[src/rtl/change_dispenser.sv]
// change_dispenser: greedy 25/10/5 rupee payout FSM fed by a valid/ready change request.
// Define CHANGE_DISP_INVENTORY_EN to build coin inventory counters, refill and emptyFlags.
module change_dispenser #(
    parameter int AMOUNT_W     = 8,
    parameter int PULSE_CYCLES = 1,
    parameter int GAP_CYCLES   = 1,
    parameter int INV_W        = 6,
    parameter int INIT_5       = 20,
    parameter int INIT_10      = 20,
    parameter int INIT_25      = 10
) (
    input  logic                clock,
    input  logic                reset,
    input  logic                changeValid,
    input  logic [AMOUNT_W-1:0] changeAmount,
    output logic                changeReady,
    output logic                fiveRupeesOut,
    output logic                tenRupeesOut,
    output logic                twentyFiveRupeesOut,
    output logic                changeDone,
    output logic                changeShort,
    output logic [AMOUNT_W-1:0] remaining,
    input  logic                refill,
    output logic [2:0]          emptyFlags
);
    localparam logic [2:0] ST_IDLE   = 3'd0;
    localparam logic [2:0] ST_SELECT = 3'd1;
    localparam logic [2:0] ST_PULSE  = 3'd2;
    localparam logic [2:0] ST_GAP    = 3'd3;
    localparam logic [2:0] ST_DONE   = 3'd4;

    localparam int CNT_MAX = (PULSE_CYCLES > GAP_CYCLES) ? PULSE_CYCLES : GAP_CYCLES;
    localparam int CNT_W   = (CNT_MAX > 1) ? $clog2(CNT_MAX) : 1;
    localparam logic [CNT_W-1:0] PULSE_LAST = CNT_W'(PULSE_CYCLES - 1);
    localparam logic [CNT_W-1:0] GAP_LAST   = CNT_W'(GAP_CYCLES - 1);
    localparam logic [AMOUNT_W-1:0] C5  = AMOUNT_W'(32'd5);
    localparam logic [AMOUNT_W-1:0] C10 = AMOUNT_W'(32'd10);
    localparam logic [AMOUNT_W-1:0] C25 = AMOUNT_W'(32'd25);

    logic [2:0]          state_q, state_d;
    logic [AMOUNT_W-1:0] rem_q, rem_d, coin_amt_s;
    logic [CNT_W-1:0]    cnt_q, cnt_d;
    logic [2:0]          coin_q, coin_d, take_s, avail_s;
    logic                ready_q, ready_d, done_q, done_d, short_q, short_d;

    // Greedy pick: the largest coin that fits the remainder and is in stock.
    always_comb begin
        take_s     = 3'b000;
        coin_amt_s = {AMOUNT_W{1'b0}};
        if (state_q != ST_SELECT) begin
            take_s = 3'b000;
        end else if ((rem_q >= C25) && avail_s[2]) begin
            take_s     = 3'b100;
            coin_amt_s = C25;
        end else if ((rem_q >= C10) && avail_s[1]) begin
            take_s     = 3'b010;
            coin_amt_s = C10;
        end else if ((rem_q >= C5) && avail_s[0]) begin
            take_s     = 3'b001;
            coin_amt_s = C5;
        end else begin
            take_s = 3'b000;
        end
    end

    // Payout sequencer next-state logic.
    always_comb begin
        state_d = state_q;
        rem_d   = rem_q;
        cnt_d   = cnt_q;
        coin_d  = coin_q;
        ready_d = ready_q;
        done_d  = 1'b0;
        short_d = 1'b0;
        case (state_q)
            ST_IDLE: begin
                if (changeValid && ready_q) begin
                    rem_d   = changeAmount;
                    ready_d = 1'b0;
                    state_d = ST_SELECT;
                end else begin
                    ready_d = 1'b1;
                end
            end
            ST_SELECT: begin
                cnt_d = {CNT_W{1'b0}};
                if (take_s != 3'b000) begin
                    coin_d  = take_s;
                    rem_d   = rem_q - coin_amt_s;
                    state_d = ST_PULSE;
                end else begin
                    done_d  = 1'b1;
                    short_d = (rem_q != {AMOUNT_W{1'b0}});
                    state_d = ST_DONE;
                end
            end
            ST_PULSE: begin
                if (cnt_q == PULSE_LAST) begin
                    coin_d  = 3'b000;
                    cnt_d   = {CNT_W{1'b0}};
                    state_d = ST_GAP;
                end else begin
                    cnt_d = cnt_q + CNT_W'(1'b1);
                end
            end
            ST_GAP: begin
                if (cnt_q == GAP_LAST) begin
                    state_d = ST_SELECT;
                end else begin
                    cnt_d = cnt_q + CNT_W'(1'b1);
                end
            end
            ST_DONE: begin
                ready_d = 1'b1;
                state_d = ST_IDLE;
            end
            default: begin
                coin_d  = 3'b000;
                ready_d = 1'b1;
                state_d = ST_IDLE;
            end
        endcase
    end

    // Sequencer state and registered outputs.
    always_ff @(posedge clock or posedge reset) begin
        if (reset) begin
            state_q <= ST_IDLE;
            rem_q   <= {AMOUNT_W{1'b0}};
            cnt_q   <= {CNT_W{1'b0}};
            coin_q  <= 3'b000;
            ready_q <= 1'b1;
            done_q  <= 1'b0;
            short_q <= 1'b0;
        end else begin
            state_q <= state_d;
            rem_q   <= rem_d;
            cnt_q   <= cnt_d;
            coin_q  <= coin_d;
            ready_q <= ready_d;
            done_q  <= done_d;
            short_q <= short_d;
        end
    end

    assign changeReady         = ready_q;
    assign fiveRupeesOut       = coin_q[0];
    assign tenRupeesOut        = coin_q[1];
    assign twentyFiveRupeesOut = coin_q[2];
    assign changeDone          = done_q;
    assign changeShort         = short_q;
    assign remaining           = rem_q;

`ifdef CHANGE_DISP_INVENTORY_EN
    logic [INV_W-1:0] inv5_q, inv5_d, inv10_q, inv10_d, inv25_q, inv25_d;
    logic [2:0]       empty_q;

    assign avail_s = {inv25_q != {INV_W{1'b0}}, inv10_q != {INV_W{1'b0}}, inv5_q != {INV_W{1'b0}}};

    // Refill only while idle; take_s is nonzero only for an in-stock coin, so no underflow.
    always_comb begin
        if ((state_q == ST_IDLE) && refill) begin
            inv5_d  = INV_W'(INIT_5);
            inv10_d = INV_W'(INIT_10);
            inv25_d = INV_W'(INIT_25);
        end else begin
            inv5_d  = inv5_q  - INV_W'(take_s[0]);
            inv10_d = inv10_q - INV_W'(take_s[1]);
            inv25_d = inv25_q - INV_W'(take_s[2]);
        end
    end

    // Inventory counters and registered empty flags.
    always_ff @(posedge clock or posedge reset) begin
        if (reset) begin
            inv5_q  <= INV_W'(INIT_5);
            inv10_q <= INV_W'(INIT_10);
            inv25_q <= INV_W'(INIT_25);
            empty_q <= {INIT_25 == 0, INIT_10 == 0, INIT_5 == 0};
        end else begin
            inv5_q  <= inv5_d;
            inv10_q <= inv10_d;
            inv25_q <= inv25_d;
            empty_q <= {inv25_d == {INV_W{1'b0}}, inv10_d == {INV_W{1'b0}}, inv5_d == {INV_W{1'b0}}};
        end
    end

    assign emptyFlags = empty_q;
`else
    logic        unused_refill_s;
    logic [31:0] unused_params_s;
    assign unused_refill_s = refill;
    assign unused_params_s = 32'(INV_W + INIT_5 + INIT_10 + INIT_25);
    assign avail_s         = 3'b111;
    assign emptyFlags      = 3'b000;
`endif
endmodule

[config.mk]
export PLATFORM = sky130hd
export DESIGN_NAME = change_dispenser
export DESIGN_NICKNAME = d
export VERILOG_FILES = /design/src/rtl/change_dispenser.sv
export SDC_FILE = /design/constraint.sdc
export NUM_CORES = 1
export LEC_CHECK = 0
export ABC_AREA = 1
export CORE_MARGIN = 2
export CORE_UTILIZATION = 45
export CTS_BUF_LIST = sky130_fd_sc_hd__clkbuf_4 sky130_fd_sc_hd__clkbuf_8
export DETAILED_ROUTE_END_ITERATION = 7
export GPL_TIMING_DRIVEN = 1
export HOLD_SLACK_MARGIN = 0.02
export PLACE_DENSITY = 0.74
export SYNTH_ARGS = -nofsm -noshare
export SYNTH_HDL_FRONTEND = slang
export SYNTH_SLANG_ARGS = --single-unit
[constraint.sdc]
create_clock -name clock -period 2.95 [get_ports clock]
set_input_delay 0.295 -clock clock [delete_from_list [all_inputs] [get_ports clock]]
set_output_delay 0.295 -clock clock [all_outputs]
set_load 0.01 [all_outputs]
==> flow_metrics.py <==
metrics = {
    "status": {
        "status": "completed",
    },
    "layout": {
        "final_nets": 208,
        "n_antenna_cell": 0,
        "area_growth_pct": 23.7,
        "stdcell_area_um2": 1450,
        "final_cell_count_no_fill": 219,
        "layout.cells.most_common": "nand2_1",
        "num-fill-cells": 219,
        "drive_gt1_share_pct": 9.52,
        "most-common-layout-cells": "58 x nand2_1, 24 x clkdlybuf4s50_1, 21 x inv_1, 16 x dfrtp_1, 15 x nand3_1",
        "fin_util_pct": 58.6,
    },
    "sta": {
        "period_needed_ns": 2.46,
        "setup_viol": 0,
        "rsz0062_at_grt": "no",
        "worst_slew_pin_slew_ns": 0.660,
        "relSlewSlack_pct": 56.0,
        "fin_ws_ns": 0.489,
        "max_freq_mhz": 406,
        "finClkSkew_ns": 0.00301,
        "hold_ws_ns": 0.392,
        "slew_violations": 0,
        "fin_crit_sh_pct": 83.4,
        "finalHoldViolations": 0,
        "finalSetupTns_ns": 0,
    },
    "worst_setup_path": {
        "critPathMaxFanout": 13,
        "cpMostUsedCell": "nand2_1",
        "required_ns": 3.17,
        "max_stage_delay_ns": 0.43,
        "worstPathCellList": "inv_1, nand2_1, nor2_4, inv_2, or2_2, nand2_1, ha_1, inv_1, fa_1, nand2_1, nand2_1, nand2_1, nand3_1, nand2_1, nand2_1, o21ai_1",
        "start_kind": "flip-flop",
        "crit_family": "simple AND/OR/NAND/NOR gates",
        "crit_slowest_cell": "fa_1",
        "worstPathArrival_ns": 2.68,
        "end_kind": "flip-flop",
        "path_class": "flip-flop to flip-flop",
        "path_buf_inv": 3,
    },
    "clock_network": {
        "cts_made_buffers": 3,
        "post-cts-setup-buffers": 0,
        "insertion_delay_ns": 0.28,
        "h-tree-depth": 1,
        "cts_root_buffer": "clkbuf_4",
        "cts_tree": "done",
        "clkSlewWorstSetupHoldPaths_ns": 0.10,
        "cts.repair.resized": 0,
        "cts.sinks": 17,
        "holdBufCountCts": 0,
        "clockBufferDepth": 2,
    },
    "route": {
        "wl_um": 2380,
        "vias": 1053,
        "drt-initial-drc-count": 14,
        "firstDrtPassIters": 4,
        "wire_per_inst_um": 10.9,
        "drc": 0,
        "ant_nets": 0,
        "via_per_inst": 4.81,
    },
    "power_and_ir_drop": {
        "p_per_area_nw_per_um2": 1290,
        "finalPower_mw": 1.87,
        "power_leakage_nw": 0.782,
        "vdd_ir_drop_max_v": 0.000761,
    },
    "die": {
        "die_area_um2": 3030,
        "core-area_um2": 2480,
        "fp.dieH_um": 55.1,
        "initial_core_util_pct": 47.4,
        "fp.dieW_um": 55.1,
        "num_rows": 18,
        "num_io_pins": 29,
    },
    "placed_design": {
        "placement.cell_area_um2": 1420,
        "dp_hpwl_um": 1900,
        "io_buffer_count": 24,
        "place_congestion": 0.828,
        "numPlacedInstances": 215,
        "dp_worst_setup_slack_ns": 0.519,
    },
    "worst_hold_path": {
        "min_path_type": "primary input to asynchronous set/reset pin",
    },
    "synthesis": {
        "synth.distinct_cells": 26,
        "avgSynthCellArea_um2": 7.20,
        "ys_warn_count": 0,
        "ys_ff_latch": 17,
        "ys_seq_area_share_pct": 36.4,
        "synthCells": 163,
        "netlist_area_um2": 1170,
    },
    "flow_run": {
        "maxCapViolations": 0,
    },
    "global_routing": {
        "overflow": 0,
        "antenna_found_initial": 0,
        "track_usage_pct": 18.9,
        "grt_pass1_vias": 992,
        "grt_pass1_wl_um": 4150,
        "grt_max_degree": 18,
    },
}
cell usage after synthesis (all sizes together):
| cell | instances | area (µm²) |
|---|---|---|
| nand2 | 60 | 240 |
| inv | 23 | 88.8 |
| dfrtp | 16 | 400 |
| nand3 | 15 | 75.1 |
| nor2 | 15 | 81.3 |
| o21ai | 10 | 57.6 |
| a21oi | 5 | 25.0 |
| buf | 5 | 45.0 |
| ha | 5 | 62.6 |
| nand4 | 2 | 18.8 |
| a31oi | 1 | 6.26 |
| conb | 1 | 3.75 |
| dfstp | 1 | 26.3 |
| fa | 1 | 20.0 |
| nand3b | 1 | 7.51 |
| or2 | 1 | 6.26 |
| xnor2 | 1 | 8.76 |
sequential cells by signal, summed over array words and instances, names as in the netlist:
register     flops
remaining        8
changeReady      1
coin_q           3
changeShort      1
state_q          3
changeDone       1
where the power goes:
group	leakage (nW)	total, mW	switching, mW	internal, mW
Sequential	0.215	0.453	0.107	0.346
Clock	0.0184	0.132	0.0699	0.0617
Combinational	0.548	1.29	0.749	0.536
layout make-up:
cell class / instances / area [µm²] / share of cell area [%]
Inverter: 23 / 88.8 / 6.12
Timing Repair Buffer: 25 / 248 / 17.1
Clock buffer: 4 / 30.0 / 2.07
Multi-Input combinational cell: 120 / 621 / 42.8
Sequential cell: 17 / 427 / 29.4
Tap cell: 30 / 37.5 / 2.59
routing by layer:
metal / up-vias / track usage, % / wire (µm)
met2: 22 / 31.9 / 1160
met5: - / 0 / 0
met4: 0 / 8.54 / 36
li1: 561 / - / -
met3: 4 / 1.88 / 68
met1: 466 / 24.4 / 1110
worst paths after layout:
| check | startpoint | endpoint | slack, ns | cells after the start |
|---|---|---|---|---|
| max | state_q[1] | remaining[4] | 0.49 | 16 |
| min | reset | state_q[2] | 0.39 | 2 |
| max reg2reg | state_q[1] | remaining[4] | 0.49 | 16 |
| min reg2reg | coin_q[0] | coin_q[0] | 0.48 | 2 |
| max in group asynchronous | reset | coin_q[0] | 2.14 | 2 |
| min in group clock | coin_q[0] | coin_q[0] | 0.48 | 2 |
cells by family (layout without fill, tap and decap cells):
logic type      Yosys count  count (layout)  share of synthesized area (%)
simple gates             94              94                           36.6
buf+inv                  28              52                           11.4
flops                    17              17                           36.4
compound gates           16              16                           7.57
fa+ha+maj                 6               6                           7.04
other cells               1               3                          0.320
xor+xnor                  1               1                          0.746
Note: power is estimated with default switching activity, not from simulation.
